`src/rtl/cfg_lbus_pkg.sv`:
```
// Shared widths, FSM encoding, request payload and return-match rule for the
// local configuration bus initiator.
package cfg_lbus_pkg;

  localparam int unsigned ADDR_W  = 19;
  localparam int unsigned DATA_W  = 32;
  localparam int unsigned STATE_W = 2;

  localparam logic [STATE_W-1:0] IDLE     = 2'd0;
  localparam logic [STATE_W-1:0] ISSUE    = 2'd1;
  localparam logic [STATE_W-1:0] WAIT_RSP = 2'd2;
  localparam logic [STATE_W-1:0] DONE     = 2'd3;

  typedef struct packed {
    logic              wr;
    logic [ADDR_W-1:0] addr;
    logic              fixed;
    logic [DATA_W-1:0] wdata;
  } lbus_req_t;

  // A return beat belongs to the outstanding read only if it is a valid,
  // fixed-address beat carrying the same address that was issued.
  function automatic logic ret_match(input logic              valid,
                                     input logic              fixed,
                                     input logic [ADDR_W-1:0] addr,
                                     input logic [ADDR_W-1:0] exp_addr);
    return valid & fixed & (addr == exp_addr);
  endfunction

endpackage

```
`src/rtl/cfg_lbus_timeout_cnt.sv`:
```
// Read-return watchdog: counts enabled cycles from a clear and flags the
// cycle on which the count reaches TIMEOUT_CYCLES-1.
module cfg_lbus_timeout_cnt #(
  parameter int unsigned TIMEOUT_CYCLES = 64,
  parameter int unsigned TMO_W          = 16
) (
  input  logic clk,
  input  logic rst,
  input  logic clear,
  input  logic en,
  output logic expire_c
);

  localparam logic [TMO_W-1:0] LAST = TMO_W'(TIMEOUT_CYCLES - 1);

  logic [TMO_W-1:0] cnt;

  // Saturates at LAST so a held enable never wraps back to zero.
  always_ff @(posedge clk) begin
    if (rst || clear) begin
      cnt <= '0;
    end else if (en && !expire_c) begin
      cnt <= cnt + TMO_W'(1);
    end
  end

  assign expire_c = (cnt == LAST);

endmodule

```
`src/rtl/cfg_lbus_initiator.sv`:
```
// Single-outstanding command master for the local configuration bus: issues
// one write/read strobe, collects the matching read return, times out reads.
module cfg_lbus_initiator
  import cfg_lbus_pkg::*;
#(
  parameter int unsigned ADDR_W         = cfg_lbus_pkg::ADDR_W,
  parameter int unsigned DATA_W         = cfg_lbus_pkg::DATA_W,
  parameter int unsigned TIMEOUT_CYCLES = 64,
  parameter int unsigned TMO_W          = 16
) (
  input  logic              i_clk,
  input  logic              i_rst,
  input  logic              i_req_valid,
  output logic              o_req_ready,
  input  logic              i_req_wr,
  input  logic [ADDR_W-1:0] iv_req_addr,
  input  logic              i_req_addr_fixed,
  input  logic [DATA_W-1:0] iv_req_wdata,
  output logic              o_rsp_valid,
  output logic [DATA_W-1:0] ov_rsp_rdata,
  output logic              o_rsp_timeout,
  output logic              o_wr,
  output logic              o_rd,
  output logic [ADDR_W-1:0] ov_addr,
  output logic              o_addr_fixed,
  output logic [DATA_W-1:0] ov_wdata,
  input  logic              i_wr,
  input  logic [ADDR_W-1:0] iv_addr,
  input  logic              i_addr_fixed,
  input  logic [DATA_W-1:0] iv_rdata,
  output logic              o_stray
);

  logic [STATE_W-1:0] state, state_d;
  lbus_req_t          req_q, req_d;

  logic              wr_d, rd_d, addr_fixed_d;
  logic [ADDR_W-1:0] addr_d;
  logic [DATA_W-1:0] wdata_d;
  logic              rsp_valid_d, rsp_timeout_d, stray_d;
  logic [DATA_W-1:0] rsp_rdata_d;

  logic ret_hit_c;
  logic tmo_clear_c, tmo_en_c, tmo_expire_c;

  assign ret_hit_c   = ret_match(i_wr, i_addr_fixed, iv_addr, req_q.addr);
  assign tmo_clear_c = (state != WAIT_RSP);
  assign tmo_en_c    = (state == WAIT_RSP) && !ret_hit_c;
  assign o_req_ready = (state == IDLE);

  cfg_lbus_timeout_cnt #(
    .TIMEOUT_CYCLES (TIMEOUT_CYCLES),
    .TMO_W          (TMO_W)
  ) u_tmo (
    .clk      (i_clk),
    .rst      (i_rst),
    .clear    (tmo_clear_c),
    .en       (tmo_en_c),
    .expire_c (tmo_expire_c)
  );

  // Next state plus next value of every registered output; strobes and bus
  // fields are computed one cycle ahead so they sit on flops during ISSUE.
  always_comb begin
    state_d       = state;
    req_d         = req_q;
    wr_d          = 1'b0;
    rd_d          = 1'b0;
    addr_d        = '0;
    addr_fixed_d  = 1'b0;
    wdata_d       = '0;
    rsp_valid_d   = 1'b0;
    rsp_rdata_d   = '0;
    rsp_timeout_d = 1'b0;
    stray_d       = i_wr && !((state == WAIT_RSP) && ret_hit_c);

    case (state)
      IDLE: begin
        if (i_req_valid) begin
          req_d.wr     = i_req_wr;
          req_d.addr   = iv_req_addr;
          req_d.fixed  = i_req_addr_fixed;
          req_d.wdata  = iv_req_wdata;
          wr_d         = i_req_wr;
          rd_d         = !i_req_wr;
          addr_d       = iv_req_addr;
          addr_fixed_d = i_req_addr_fixed;
          wdata_d      = iv_req_wdata;
          state_d      = ISSUE;
        end
      end
      ISSUE: begin
        if (req_q.wr) begin
          rsp_valid_d = 1'b1;
          state_d     = DONE;
        end else begin
          state_d     = WAIT_RSP;
        end
      end
      WAIT_RSP: begin
        // A match on the expiry cycle still completes with data.
        if (ret_hit_c) begin
          rsp_valid_d = 1'b1;
          rsp_rdata_d = iv_rdata;
          state_d     = DONE;
        end else if (tmo_expire_c) begin
          rsp_valid_d   = 1'b1;
          rsp_timeout_d = 1'b1;
          state_d       = DONE;
        end
      end
      DONE: begin
        state_d = IDLE;
      end
      default: begin
        state_d = IDLE;
      end
    endcase
  end

  always_ff @(posedge i_clk) begin
    if (i_rst) begin
      state         <= IDLE;
      req_q         <= '0;
      o_wr          <= 1'b0;
      o_rd          <= 1'b0;
      ov_addr       <= '0;
      o_addr_fixed  <= 1'b0;
      ov_wdata      <= '0;
      o_rsp_valid   <= 1'b0;
      ov_rsp_rdata  <= '0;
      o_rsp_timeout <= 1'b0;
      o_stray       <= 1'b0;
    end else begin
      state         <= state_d;
      req_q         <= req_d;
      o_wr          <= wr_d;
      o_rd          <= rd_d;
      ov_addr       <= addr_d;
      o_addr_fixed  <= addr_fixed_d;
      ov_wdata      <= wdata_d;
      o_rsp_valid   <= rsp_valid_d;
      ov_rsp_rdata  <= rsp_rdata_d;
      o_rsp_timeout <= rsp_timeout_d;
      o_stray       <= stray_d;
    end
  end

endmodule
```
`config.mk`:
```
export PLATFORM = sky130hd
export DESIGN_NAME = cfg_lbus_initiator
export DESIGN_NICKNAME = d
export VERILOG_FILES = /design/src/rtl/cfg_lbus_pkg.sv /design/src/rtl/cfg_lbus_timeout_cnt.sv /design/src/rtl/cfg_lbus_initiator.sv
export SDC_FILE = /design/constraint.sdc
export NUM_CORES = 1
export LEC_CHECK = 0
export BUFFER_PORTS_ARGS = -buffer_cell sky130_fd_sc_hd__buf_4
export CAP_MARGIN = 20
export CORE_AREA = 5 5 103 105
export CTS_CLUSTER_DIAMETER = 120
export DETAILED_ROUTE_END_ITERATION = 7
export DIE_AREA = 0 0 108 110
export PLACE_DENSITY = 0.78
export SKIP_CTS_REPAIR_TIMING = 1
export SLEW_MARGIN = 10
export SYNTH_ARGS = -nofsm -noshare
export SYNTH_HDL_FRONTEND = slang
export SYNTH_HIERARCHICAL = 1
export SYNTH_SLANG_ARGS = --single-unit
```
`constraint.sdc`:
```
create_clock -name i_clk -period 2.5 [get_ports i_clk]
set_input_delay 0.125 -clock i_clk [delete_from_list [all_inputs] [get_ports i_clk]]
set_output_delay 0.125 -clock i_clk [all_outputs]
set_load 0.02 [all_outputs]
```
After elaboration in Yosys (flattened, before gate mapping)
Index checks and enable logic that the tools add are counted.

operators by class
  add/sub/neg operators = 1
  equality and inequality tests = 8
  mux-type cells = 9
  bitwise logic cells = 6
  reduce and logical (&&, ||, !) cells = 15

operators with widths
  kind                     number
  $eq A19 B19 Y1           1
  $add A16 B1 Y16 const B  1
  $eq A16 B6 Y1 const B    1
  $reduce_or A3 Y1         3
  $pmux W2 S4              1
  $mux W2                  3
  $eq A2 B2 Y1 const B     2
  $logic_and A1 B1 Y1      4
  $logic_not A1 Y1         4
  $mux W1                  4
  $ne A2 B2 Y1 const B     2
  $not A1 Y1               4
  $reduce_and A2 Y1        2
  $ne A3 B2 Y1 const B     1
  $and A1 B1 Y1            2
  $eq A2 B1 Y1 const B     1
  $logic_not A2 Y1         1
  $pmux W1 S2              1
  $logic_or A1 B1 Y1       1

word-level totals
  register bits after elaboration = 127
  input bits = 109
  logic and storage cells = 52

Logic depth before layout (Yosys ltp)
Gate-level depths: netlist (run 1).

  word-level depth = 5
  depth in mapped cells = 9
  gate-level depth less buffers = 9

Modules after synthesis
Netlist (run 1), hierarchy kept.

by module, submodules not included
  module                times used  cells each  area an instance (um^2)  seq. area each (um^2)
  cfg_lbus_initiator    1           287         3,417.0                  2,222.1
  cfg_lbus_timeout_cnt  1           107         895.9                    320.3

Least setup slack after synthesis (run 1)
OpenSTA, ideal clock, no wires.

  kind = reg-to-reg
  start point = register u_tmo.cnt[7]
  end point = register state[0]
  arrival = 1.819 ns
  setup slack = 0.586 ns
  stages on the path, launching flop included = 9
  path buffers = 1
  cell sequence = dfxtp_1 buf_4 or4b_1 nor4_1 and4_2 nor2_1 o31ai_1 nand3_1 a221oi_1

between the ends
  cells in the longest elaborated chain, start to end = 3

RTL lines
  item                                RTL line                    RTL
  start, declared                     cfg_lbus_timeout_cnt.sv:16  logic [TMO_W-1:0] cnt;
  start signal, assigned              cfg_lbus_timeout_cnt.sv:23  cnt <= cnt + TMO_W'(1);
  $eq A16 B6 Y1                       cfg_lbus_timeout_cnt.sv:27  assign expire_c = (cnt == LAST);
  via tmo_expire_c                    cfg_lbus_initiator.sv:44    logic tmo_clear_c, tmo_en_c, tmo_expire_c;
  $ne A3 B2 Y1 (no source line)       --
  $reduce_and A2 Y1 (no source line)  --
  end signal, assigned                cfg_lbus_initiator.sv:135   state <= state_d;
  end, declared                       cfg_lbus_initiator.sv:34    logic [STATE_W-1:0] state, state_d;

The timed path passes the listed nets, and every way through them passes these cells.
A chain may end at the register's enable or synchronous reset.

Worst setup path after layout (run 1)
  start point = register req_q[47] in the netlist's numbering
  end point = register u_tmo.cnt[15]

between the ends
  cells in the longest elaborated chain, start to end = 5

RTL lines
  item                    RTL line                    RTL
  start, declared         cfg_lbus_initiator.sv:35    lbus_req_t req_q, req_d;
  start signal, assigned  cfg_lbus_initiator.sv:136   req_q <= req_d;
  $eq A19 B19 Y1          cfg_lbus_pkg.sv:27          return valid & fixed & (addr == exp_addr);
  $and A1 B1 Y1           cfg_lbus_pkg.sv:27
  $logic_not A1 Y1        cfg_lbus_initiator.sv:48    assign tmo_en_c = (state == WAIT_RSP) && !ret_hit_c;
  $logic_and A1 B1 Y1     cfg_lbus_initiator.sv:48
  via tmo_en_c            cfg_lbus_initiator.sv:44
  $logic_and A1 B1 Y1     cfg_lbus_timeout_cnt.sv:22  end else if (en && !expire_c) begin

The timed path passes the listed nets, and every way through them passes these cells.

==> PnR_summary.wiki, run 1 <==
{| class="wikitable"
! Metric !! Value
|-
| Critical Path RT || 2.93 ns
|-
| Xor and xnor fraction of the mapped netlist area || 4.468%
|-
| Final total negative setup slack || 0 ns
|-
| Worst setup EP type || flip-flop
|-
| Crit Reg-Reg Endpoint || u_tmo/cnt[15]
|-
| Top-level I/O count || 199
|-
| Number of sinks driven by the clock tree || 127
|-
| Initial antenna violation count || 0
|-
| Run status || finished, final reports clean
|-
| Relative contribution of combinational cells to total power || 18.6%
|-
| Met2 routing resource usage after global routing || 33.04%
|-
| Syn_area_per_cell || roughly 11 sq um
|-
| Avg Vias per Cell || 4.857
|-
| Type of the worst min-delay path || in -> reg
|-
| RSZ-0062 raised after global routing || no
|-
| Post-synth top cells || dfxtp_1 (127), and2_1 (65), and2_2 (22)
|-
| Max frequency || around 460 MHz
|-
| Kind of launch point of the worst setup path || flip-flop
|-
| Cell area after synthesis || 4313 sq um
|-
| Starting utilization of the core area || 45.17%
|-
| Count of max-cap constraint violations || 0
|-
| Layer carrying the most global-route usage || met2
|-
| DRT Pass-1 Iters || 4
|-
| Root buffer cell || clkbuf_8
|-
| Core region area || approximately 9500 sq um
|-
| Top cell type's share of synthesized area || about three fifths
|-
| Synthesized Nets || roughly 500
|-
| Clock Path Buffers || 2
|-
| Multi-input combinational cell area || 1660 sq um
|-
| Maximum clock skew at final layout || ~0.009 ns
|-
| Most area-hungry cell type in the Yosys netlist || dfxtp_1
|-
| Die Footprint || 11,880 sq um
|-
| M3 GR Usage || 9.726%
|-
| Leakage power figure || ~3.5 nW
|-
| Layout Area Growth over Synthesis || 73.22%
|-
| Endpoint arrival time on the critical path || about 2.6 ns
|-
| Synth cell types || 48
|-
| Start point of the critical path || req_q[47]
|-
| Number of fill cells in the layout || between 500 and 600
|-
| Cell internal power dissipation || 4.710 mW
|-
| Timing endpoint of the critical path || u_tmo/cnt[15]
|-
| Slew Limit Fails || 0
|-
| Count of nets left with antenna violations after detail routing || 0
|-
| Fraction of the mapped netlist area in compound gates || 8.036%
|-
| Number of warnings issued by yosys || 6
|-
| Type of the worst setup path || reg -> reg
|-
| Vias in the first global route || 3,597
|-
| Via count of the routed design || roughly 4.0k
|-
| Clock Pin Slew Worst Setup and Hold Paths || 0.06 ns
|-
| Total wire length || approximately 15,000 microns
|-
| Total congestion overflow after global routing || 0
|-
| Primary FF master, synth || dfxtp_1
|-
| Slew headroom || 71.46%
|-
| Chip Height || approximately 110 microns
|-
| Design Power || 6.322 mW
|-
| Insertion delay of the later-clocked pin in the worst-skew pair || 0.51 ns
|-
| Placer's final routability congestion estimate || 0.8865
|-
| Largest net degree at the start of global routing || 48
|-
| Worst Tran Pin Value || 0.4281 ns
|-
| Clock tree from TritonCTS || done
|-
| Global-route wire length before repair || roughly 17,000 microns
|-
| Reg-to-reg setup timing slack || around 0.33 ns
|-
| Proportion of synthesized chip area in sequential cells || 58.95%
|-
| Final nets || 798
|-
| DRC errors left || 0
|-
| Number of H-tree levels || 4
|-
| All-layer global routing usage || a little under a fifth
|-
| Depth of the most critical reg-to-reg path || 9
|-
| Share of synthesized cell area in full adder, half adder and majority cells || 1.160%
|-
| Post-DR wirelength/cell || 17.47 microns
|-
| Worst r2r src || req_q[47]
|-
| Floorplan row count || 36
|-
| Register cell area after layout || 2542 sq um
|-
| Sequential share of power || a little over a third
|-
| VDD IR-drop max || just under 0.0006 V
|-
| Port Buffer Count || approximately 200
|-
| Count of endpoints failing setup in the final report || 0
|-
| Cell count after synthesis || 394
|-
| Number of synthesized flops with an enable pin || 0
|-
| Initial detailed-routing violation count || a little under 200
|-
| Post-route fraction of the period consumed by the critical path || 86.75%
|-
| Leading cell types by total area after synthesis || dfxtp_1 (59%), and2_1 (9.4%), xnor2_1 (4.3%), and2_2 (3.8%), a21o_1 (3.3%)
|-
| Fin crit period || 2.169 ns
|-
| Fraction of layout instances using a drive strength above 1 || 38.40%
|-
| Routing usage on met1 || 17.31%
|-
| Switching power summed over all nets || 1.613 mW
|-
| Number of synthesized register bits || around 130
|-
| Hold Violations, Final || 0
|-
| Maximum fanout along the worst path || 10
|-
| Final HPWL DP || 8179 microns
|-
| Share of total power consumed by net switching || 25.51%
|-
| Portion of netlist area occupied by mux cells || 0.4642%
|-
| Largest family of logic cells by synthesized area || simple AND/OR/NAND/NOR gates
|-
| Pwr per Cell Area || roughly 850 nW/um^2
|-
| Simple logic cell fraction of the synthesized area || 24.25%
|-
| Leading cell type by number of instances after synthesis || dfxtp_1
|-
| Clock network power share || 44.8%
|-
| Inserted Clock Buffers || 17
|-
| Floorplan die width || 108 microns
|-
| Share of async-settable or async-resettable flops after synthesis || 0%
|}
[cell type report]
class	instances	area share [%]
flip-flops and latches	127	34.03
repair buffers	290	32.09
multi-input cells	243	22.22
clock buffers	19	5.644
clock inverters	13	3.450
well taps	133	2.227
inverters	6	0.3015
diodes	1	0.03350
[per-layer routing]
metal	part of all wire, %	up-vias
li1	-	1914
met1	34	1917
met2	56	181
met3	8.1	29
met4	2.4	0
met5	0	-
[cells by family (layout without fill, tap and decap cells)]
group                    after synthesis  after routing
AO/OA/AOI/OAI                         53             53
XOR/XNOR                              22             22
adder cells (fa/ha/maj)                4              4
buffers and inverters                 24            328
flip-flops                           127            127
multiplexers                           2              2
other                                  0              1
AND/OR/NAND/NOR                      162            162
[power by group through the flow]
stage,combinational [mW],sequential (mW),clock [mW]
final,1.17,2.31,2.83
after global routing,1.26,2.33,2.97
after CTS,1.01,2.30,2.85
after detailed placement,0.999,2.34,0
after global placement,0.982,2.33,0
after floorplan,0.450,2.46,0
[stage by stage]
step / util [%] / instances / instance area [sq um] / setup slack, ns / hold slack, ns
final: 78.24 / 832 / 7471 / 0.3312 / 0.08210
after CTS: 68.96 / 743 / 6585 / 0.2017 / -0.2293
after detailed placement: 61.84 / 711 / 5906 / 0.2285 / 0.3083
after floorplan: - / 394 / 4313 / 0.5860 / 0.2035
after global routing: 78.21 / 831 / 7468 / 0.1916 / 0.1012
after global placement: 61.84 / 711 / 5906 / 0.2634 / 0.3009
[state kept, by name (all words and copies together) (netlist names)]
name           flops
o_addr_fixed       1
o_rd               1
o_rsp_timeout      1
o_rsp_valid        1
o_stray            1
o_wr               1
ov_addr           19
ov_rsp_rdata      32
ov_wdata          32
req_q             20
state              2
u_tmo/cnt         16
[worst max-delay path, cell delays in order, from the launching register on]
cell	delay (ns)
dfxtp_1	0.32
xnor2_1	0.22
nand4_1	0.18
or3_4	0.44
nor2_1	0.23
nor2_2	0.14
nand4_1	0.14
nor2_1	0.07
a31o_2	0.22
a21oi_1	0.12
[layout by cell type (no fill, tap or decap), drive strengths merged, types with 2 or more instances in the layout]
| cell | Yosys | final |
|---|---|---|
| mux2i | 2 | 2 |
| and3 | 4 | 4 |
| nor2 | 10 | 10 |
| nand2 | 8 | 8 |
| nand2b | 4 | 4 |
| nor4 | 8 | 8 |
| o31ai | 4 | 4 |
| clkinv | 0 | 3 |
| and4 | 4 | 4 |
| bufinv | 0 | 7 |
| inv | 6 | 8 |
| a21oi | 14 | 14 |
| or3 | 9 | 9 |
| dlygate4sd3 | 0 | 88 |
| a31oi | 2 | 2 |
| clkbuf | 12 | 19 |
| nand4 | 14 | 14 |
| dfxtp | 127 | 127 |
| nand3 | 7 | 7 |
| and2 | 87 | 87 |
| xnor2 | 21 | 21 |
| buf | 6 | 202 |
| a21o | 20 | 20 |
| or4 | 2 | 2 |
| o21ai | 8 | 8 |
| ha | 4 | 4 |
[worst min path at each step]
stage / startpoint / end / slack (ns) / cells after the start
after floorplan: i_req_wr / o_rd / 0.20 / 1
after global placement: i_req_wr / o_rd / 0.30 / 2
after detailed placement: i_req_wr / o_rd / 0.31 / 2
after CTS: i_req_wr / o_rd / -0.23 / 2
after global routing: i_req_valid / req_q[42] / 0.10 / 3
final: i_req_valid / req_q[52] / 0.08 / 3
Note: power is estimated with default switching activity, not from simulation.
==> inputs of run 2 (changes only) <==
- ABC_AREA: default -> 1
- CORE_AREA: 5 5 103 105 -> 5 5 107 109
- DIE_AREA: 0 0 108 110 -> 0 0 112 114
==> run 2 against run 1 <==
Net effect:
- the flow now finishes with violations (hold timing)
- synthesized cell count rose by 59%
- setup slack got worse by 0.029 ns
- global-route usage is 1.6 points higher
- non-clock buffer count down 2
- utilization decreased by 3.1 points
- first-iteration DRC count up 34%
- clock-buffer cell count unchanged
- register-to-register slack got worse by 0.03 ns
- combinational power barely moved
- clock power shrank 15%
==> PnR_summary.wiki, run 2 <==
{| class="wikitable"
! Metric !! Value
|-
| Hold Violations, Final || 1
|-
| RSZ-0062 raised after global routing || no
|-
| Max frequency || 454.9 MHz
|-
| Design Power || slightly below 6 mW
|-
| Number of sinks driven by the clock tree || roughly 130
|-
| Final HPWL DP || 9762 microns
|-
| Most area-hungry cell type in the Yosys netlist || dfxtp_1
|-
| Layout Area Growth over Synthesis || 63.25%
|-
| Run status || finished with violations
|-
| Root buffer cell || clkbuf_8
|-
| Top-level I/O count || 199
|-
| Number of synthesized flops with an enable pin || 0
|-
| Met2 routing resource usage after global routing || about 35%
|-
| Clock tree from TritonCTS || done
|-
| Chip Height || 114 microns
|-
| Kind of launch point of the worst setup path || flip-flop
|-
| Die Footprint || 12,770 sq um
|-
| Leading registers by flop count || ov_rsp_rdata (32), ov_wdata (32), req_q (20)
|-
| Reg-to-reg setup timing slack || ~0.30 ns
|-
| Placer's final routability congestion estimate || 0.8921
|-
| Number of warnings issued by yosys || 6
|-
| Post-placement worst setup slack || between 0.4 and 0.5 ns
|-
| Cell count after synthesis || between 600 and 700
|-
| Vias in the first global route || ~4.5k
|-
| Hold endpoint || req_q[52]
|-
| Violated checks || hold timing
|-
| Number of fill cells in the layout || 686
|-
| Insertion delay of the later-clocked pin in the worst-skew pair || 0.52 ns
|-
| DRT Pass-1 Iters || 5
|-
| Clock Path Buffers || 2
|-
| Final setup margin || 0.3018 ns
|-
| Multi-input combinational cell area || 1662 sq um
|-
| Worst setup EP type || flip-flop
|-
| Layer carrying the most global-route usage || met2
|-
| Floorplan row count || 38
|-
| Count of endpoints failing setup in the final report || 0
|-
| Type of the worst min-delay path || in -> reg
|-
| Number of synthesized register bits || 127
|-
| Largest net degree at the start of global routing || 39
|-
| DRC errors left || 0
|-
| Maximum fanout along the worst path || 12
|-
| Count of nets left with antenna violations after detail routing || 0
|-
| Register cell area after layout || 2542 sq um
|-
| Synthesized Nets || 741
|-
| Depth of the most critical reg-to-reg path || 15
|-
| Initial antenna violation count || 0
|-
| Share of async-settable or async-resettable flops after synthesis || 0%
|-
| Post-route fraction of the period consumed by the critical path || slightly below 90%
|-
| Core region area || 10,510 sq um
|-
| All-layer global routing usage || between 15 and 20%
|-
| Type of the worst setup path || reg -> reg
|-
| Leading cell type by number of instances after synthesis || inv_1
|-
| Count of max-cap constraint violations || 0
|-
| Most frequent standard cell in the layout excluding fill and tap cells || buf_4
|-
| Syn_area_per_cell || 7.698 sq um
|-
| Primary FF master, synth || dfxtp_1
|-
| Top cell type's share of synthesized area || 52.59%
|-
| Top library cells by usage in the layout, fill and taps aside || buf_4 (201), inv_1 (143), dfxtp_1 (127)
|-
| Final total negative setup slack || 0 ns
|-
| HP Start || i_req_valid
|-
| Post-DR wirelength/cell || around 15 microns
|-
| Fin crit period || 2.198 ns
|-
| Cell area after synthesis || 4835 sq um
|-
| Clock Pin Slew Worst Setup and Hold Paths || 0.06 ns
|-
| Slew headroom || between 50% and 60%
|-
| Inserted Clock Buffers || 17
|-
| Via count of the routed design || roughly 5.0k
|-
| Initial detailed-routing violation count || 266
|-
| Maximum clock skew at final layout || around 0.011 ns
|-
| Leading cell types by total area after synthesis || dfxtp_1 (53%), inv_1 (11%), nand2_1 (8.3%), nor2_1 (7.9%), nor2_2 (4.4%)
|-
| Pwr per Cell Area || 741.0 nW/um^2
|-
| Slew Limit Fails || 0
|-
| Leakage power figure || 4.009 nW
|-
| Final nets || 1,035
|-
| Crit Reg-Reg Endpoint || u_tmo/cnt[13]
|-
| Worst Tran Pin Value || 0.6953 ns
|-
| Cell depth of the worst hold path || 3
|-
| Post-synth top cells || inv_1 (143), dfxtp_1 (127), nand2_1 (107)
|-
| Number of H-tree levels || 4
|-
| Synth cell types || 29
|-
| Endpoint arrival time on the critical path || 2.61 ns
|-
| Diodes inserted || 0
|-
| VDD IR-drop max || 0.0004840 V
|-
| Total wire length || roughly 16,000 microns
|-
| Worst r2r src || req_q[43]
|-
| Avg Vias per Cell || 4.682
|-
| Fraction of layout instances using a drive strength above 1 || 30.37%
|-
| Hold WS || -0.002438 ns
|-
| Routing usage on met1 || 21.54%
|-
| Starting utilization of the core area || between 40% and 50%
|-
| Total congestion overflow after global routing || 0
|-
| Port Buffer Count || 198
|-
| M3 GR Usage || 7.586%
|-
| Proportion of synthesized chip area in sequential cells || 52.59%
|-
| Floorplan die width || 112 microns
|-
| Global-route wire length before repair || 20,320 microns
|-
| Critical Path RT || 2.91 ns
|}
run 2: where the power goes:
group | internal (mW) | switching, mW | total (mW)
Combinational | 0.501 | 0.685 | 1.19
Sequential | 2.19 | 0.0703 | 2.26
Clock | 1.46 | 0.942 | 2.41
run 2: logic make-up after synthesis:
group | synth area share, %
and+or+nand+nor | 27.69
DFF | 52.59
AOI/OAI and AO/OA | 4.814
xor gates and xnor gates | 0.7248
adders and majority gates | 1.035
buffers and inverters | 13.15
run 2: how the worst max path moves through the flow:
| stage | startpoint | to | slack (ns) | depth (start not counted) |
|---|---|---|---|---|
| after global routing | req_q[33] | u_tmo/cnt[13] | 0.08 | 15 |
| after CTS | req_q[43] | u_tmo/cnt[13] | 0.36 | 15 |
| after global placement | req_q[37] | u_tmo/cnt[13] | 0.56 | 16 |
| after detailed placement | req_q[33] | u_tmo/cnt[13] | 0.46 | 15 |
| after floorplan | req_q[33] | u_tmo/cnt[12] | 0.95 | 14 |
| final | req_q[43] | u_tmo/cnt[13] | 0.30 | 15 |
run 2: worst max-delay path, cell delays in order, from the launching register on:
cell and delay, ns:
dfxtp_1 0.34, inv_1 0.08, nor2_1 0.10, inv_1 0.07
nand4_1 0.09, nor2_1 0.05, nand3_1 0.15, nand2_1 0.09
inv_1 0.34, inv_2 0.14, nor2_2 0.18, nand3_1 0.11
nor2_1 0.19, nand2_1 0.07, nand2_1 0.06, nor2_1 0.04
run 2: stage by stage:
stage,util [%],instance area (sq um),hold slack (ns),instances
final,75.11,7893,-0.002438,1075
after global routing,75.11,7893,0.002846,1075
after CTS,66.83,7022,-0.2481,988
after detailed placement,61.29,6440,0.2980,956
after global placement,61.29,6440,0.2920,956
after floorplan,-,4835,0.1974,628
run 2: area by class of cell:
type	instances	area share [%]
multi-input cells	341	21.05
clock inverters	13	1.902
well taps	140	2.219
clock buffers	19	5.469
repair buffers	288	30.15
inverters	147	6.991
flip-flops and latches	127	32.21
run 2: layer usage:
layer	wire length, microns	part of all wire [%]	vias up
li1	-	-	2452
met1	5490	35	2314
met2	8542	54	217
met3	1161	7.4	50
met4	566	3.6	0
met5	0	0	-
==> inputs of run 3 (changes only) <==
- GPL_TIMING_DRIVEN: default -> 0
- REMOVE_ABC_BUFFERS: default -> 1
==> run 3 against run 2 <==
Net effect:
- the run now ends clean
- clock-buffer cell count grew 6
- hold slack gained 0.23 ns
- largest power group unchanged
- sequential power is essentially flat
- highest routed layer unchanged
- utilization shrank 0.14 points
==> PnR_summary.wiki, run 3 (synthesis gave the netlist of run 2 again) <==
{| class="wikitable"
! Metric !! Value
|-
| Floorplan row count || 38
|-
| Multi-input combinational cell area || 1669 sq um
|-
| Initial detailed-routing violation count || 426
|-
| Type of the worst min-delay path || in -> reg
|-
| Slew headroom || 43.80%
|-
| Fraction of layout instances using a drive strength above 1 || 29.51%
|-
| Worst Tran Pin Value || 0.8430 ns
|-
| Endpoint arrival time on the critical path || 2.59 ns
|-
| Layout Cell Area excl Fill || a little under 8000 sq um
|-
| Leakage power figure || 3.996 nW
|-
| RSZ-0062 raised after global routing || no
|-
| Clock tree from TritonCTS || done
|-
| Cell internal power dissipation || 4.254 mW
|-
| Switching power summed over all nets || 1.655 mW
|-
| Cell depth of the worst hold path || 8
|-
| Insertion delay of the later-clocked pin in the worst-skew pair || approximately 0.52 ns
|-
| Instance area at placement || 6425 sq um
|-
| Via count of the routed design || around 5.2k
|-
| Number of fill cells in the layout || 662
|-
| Maximum clock skew at final layout || around 0.012 ns
|-
| Die Footprint || 12,770 sq um
|-
| Number of sinks driven by the clock tree || 127
|-
| Pwr per Cell Area || between 700 and 800 nW/um^2
|-
| Critical Path RT || 2.91 ns
|-
| Kind of launch point of the worst setup path || flip-flop
|-
| Leading registers by flop count || ov_rsp_rdata (32), ov_wdata (32), req_q (20)
|-
| Post-route fraction of the period consumed by the critical path || a little under 90%
|-
| Crit Reg-Reg Endpoint || u_tmo/cnt[13]
|-
| Length of routed wiring on met1 || 6266 microns
|-
| HP Start || iv_addr[10]
|-
| Cell total after placement || roughly 950
|-
| Final HPWL DP || slightly above 10,000 microns
|-
| Avg Vias per Cell || 4.833
|-
| Number of standard cells in the final layout excluding fillers || 1,072
|-
| Top-level I/O count || 199
|-
| VDD IR-drop max || 0.0005114 V
|-
| DRT Pass-1 Iters || 5
|-
| Post-DR wirelength/cell || 16.84 microns
|-
| Share of total power consumed by net switching || 28.01%
|-
| Root buffer cell || clkbuf_8
|-
| Slew Limit Fails || 0
|-
| Initial antenna violation count || 0
|-
| Vias in the first global route || 4,592
|-
| Core region area || 10,510 sq um
|-
| Fin crit period || 2.181 ns
|-
| Layout Area Growth over Synthesis || 62.94%
|-
| Most frequent standard cell in the layout excluding fill and tap cells || buf_4
|-
| Clock Pin Slew Worst Setup and Hold Paths || 0.06 ns
|-
| Clock network power share || 40.8%
|-
| All-layer global routing usage || 20.97%
|-
| Depth of the most critical reg-to-reg path || 16
|-
| Run status || finished, final reports clean
|-
| Largest net degree at the start of global routing || between 70 and 80
|-
| Reg-to-reg setup timing slack || 0.32 ns
|-
| Total congestion overflow after global routing || 0
|-
| Hold endpoint || o_rsp_valid
|-
| Inserted Clock Buffers || 17
|-
| Worst setup EP type || flip-flop
|-
| Diodes inserted || 0
|-
| Met2 Wirelength || 9590 microns
|-
| Count of endpoints failing setup in the final report || 0
|-
| Top library cells by usage in the layout, fill and taps aside || buf_4 (198), inv_1 (143), dfxtp_1 (127)
|-
| Final nets || 1,033
|-
| Register cell area after layout || roughly 2500 sq um
|-
| Port Buffer Count || 198
|-
| Placer's final routability congestion estimate || 0.9137
|-
| Chip Height || 114 microns
|-
| Worst r2r src || req_q[36]
|-
| Uppermost metal layer occupied by signal nets || met4
|-
| Number of H-tree levels || 4
|-
| DRC errors left || 0
|-
| Relative contribution of combinational cells to total power || 20.8%
|-
| Global-route wire length before repair || 21,140 microns
|-
| Count of max-cap constraint violations || 0
|-
| Count of nets left with antenna violations after detail routing || 0
|-
| Starting utilization of the core area || 46.01%
|-
| Max frequency || 458.6 MHz
|-
| Clock Path Buffers || 2
|-
| Hold Violations, Final || 0
|-
| Floorplan die width || 112 microns
|-
| Maximum fanout along the worst path || 12
|-
| Sequential share of power || 38.4%
|-
| Length of routed met3 wiring || 1495 microns
|-
| Total wire length || between 15,000 and 20,000 microns
|-
| Type of the worst setup path || reg -> reg
|}
-- run 3: cell count changes in the layout (fill, tap and decap cells not counted), moves of 2 or more --
cell | previous run | this run
buf_4 | 201 | 198
clkbuf_1 | 1 | 6
clkinv_4 | 2 | 0
inv_6 | 6 | 0
-- run 3: cell type report --
cell class / count / area share [%]
Clock buffer: 25 / 5.893
Clock inverter: 6 / 1.366
Inverter: 147 / 7.004
Multi-Input combinational cell: 341 / 21.19
Sequential cell: 127 / 32.27
Tap cell: 140 / 2.224
Timing Repair Buffer: 286 / 30.05
-- run 3: critical path, stage by stage (launching register included) --
cell and delay, ns:
dfxtp_1 0.32, inv_1 0.11, nand2_1 0.10, nand2_1 0.08, nor2_1 0.05, nand2_1 0.05, nor2_1 0.04, nand3_1 0.13
nand2_1 0.09, inv_1 0.35, inv_2 0.17, nor2_2 0.18, nand3_1 0.10, nor2_1 0.15, nand2_1 0.07, nand2_1 0.05
nor2_1 0.04
-- run 3: worst max-delay path by stage --
stage,end,depth (start not counted),startpoint,slack [ns]
final,u_tmo/cnt[13],16,req_q[36],0.32
after floorplan,req_q[52],5,state[0],-0.12
after global placement,req_q[52],5,state[0],-0.85
after detailed placement,u_tmo/cnt[13],15,req_q[43],0.42
after CTS,u_tmo/cnt[13],15,req_q[43],0.40
after global routing,u_tmo/cnt[13],15,req_q[43],0.13
-- run 3: power by group through the flow --
stage / logic [mW] / registers [mW] / clock network, mW
CTS: 1.07 / 2.25 / 2.41
detailed placement: 1.06 / 2.29 / 0
global placement: 1.03 / 2.29 / 0
finish: 1.23 / 2.27 / 2.41
floorplan: 0.517 / 2.39 / 0
global route: 1.34 / 2.28 / 2.51
-- run 3: per-layer routing --
layer / up-vias / track usage (%)
met5: - / 0
met4: 0 / 9.054
met3: 51 / 10.29
met2: 264 / 38.25
met1: 2422 / 20.00
li1: 2444 / -
-- run 3: per-stage QoR --
step                      setup slack (ns)  util (%)  hold slack (ns)  power [mW]  TNS, ns
after floorplan                    -0.1190         -           0.1974       2.908  -0.7652
after global placement             -0.8494     61.03           0.3120       3.321   -47.69
after CTS                           0.4002     66.59          -0.2312       5.732        0
after global routing                0.1254     74.97           0.2883       6.129        0
after detailed placement            0.4216     61.15           0.3115       3.356        0
final                               0.3192     74.97           0.2291       5.909        0
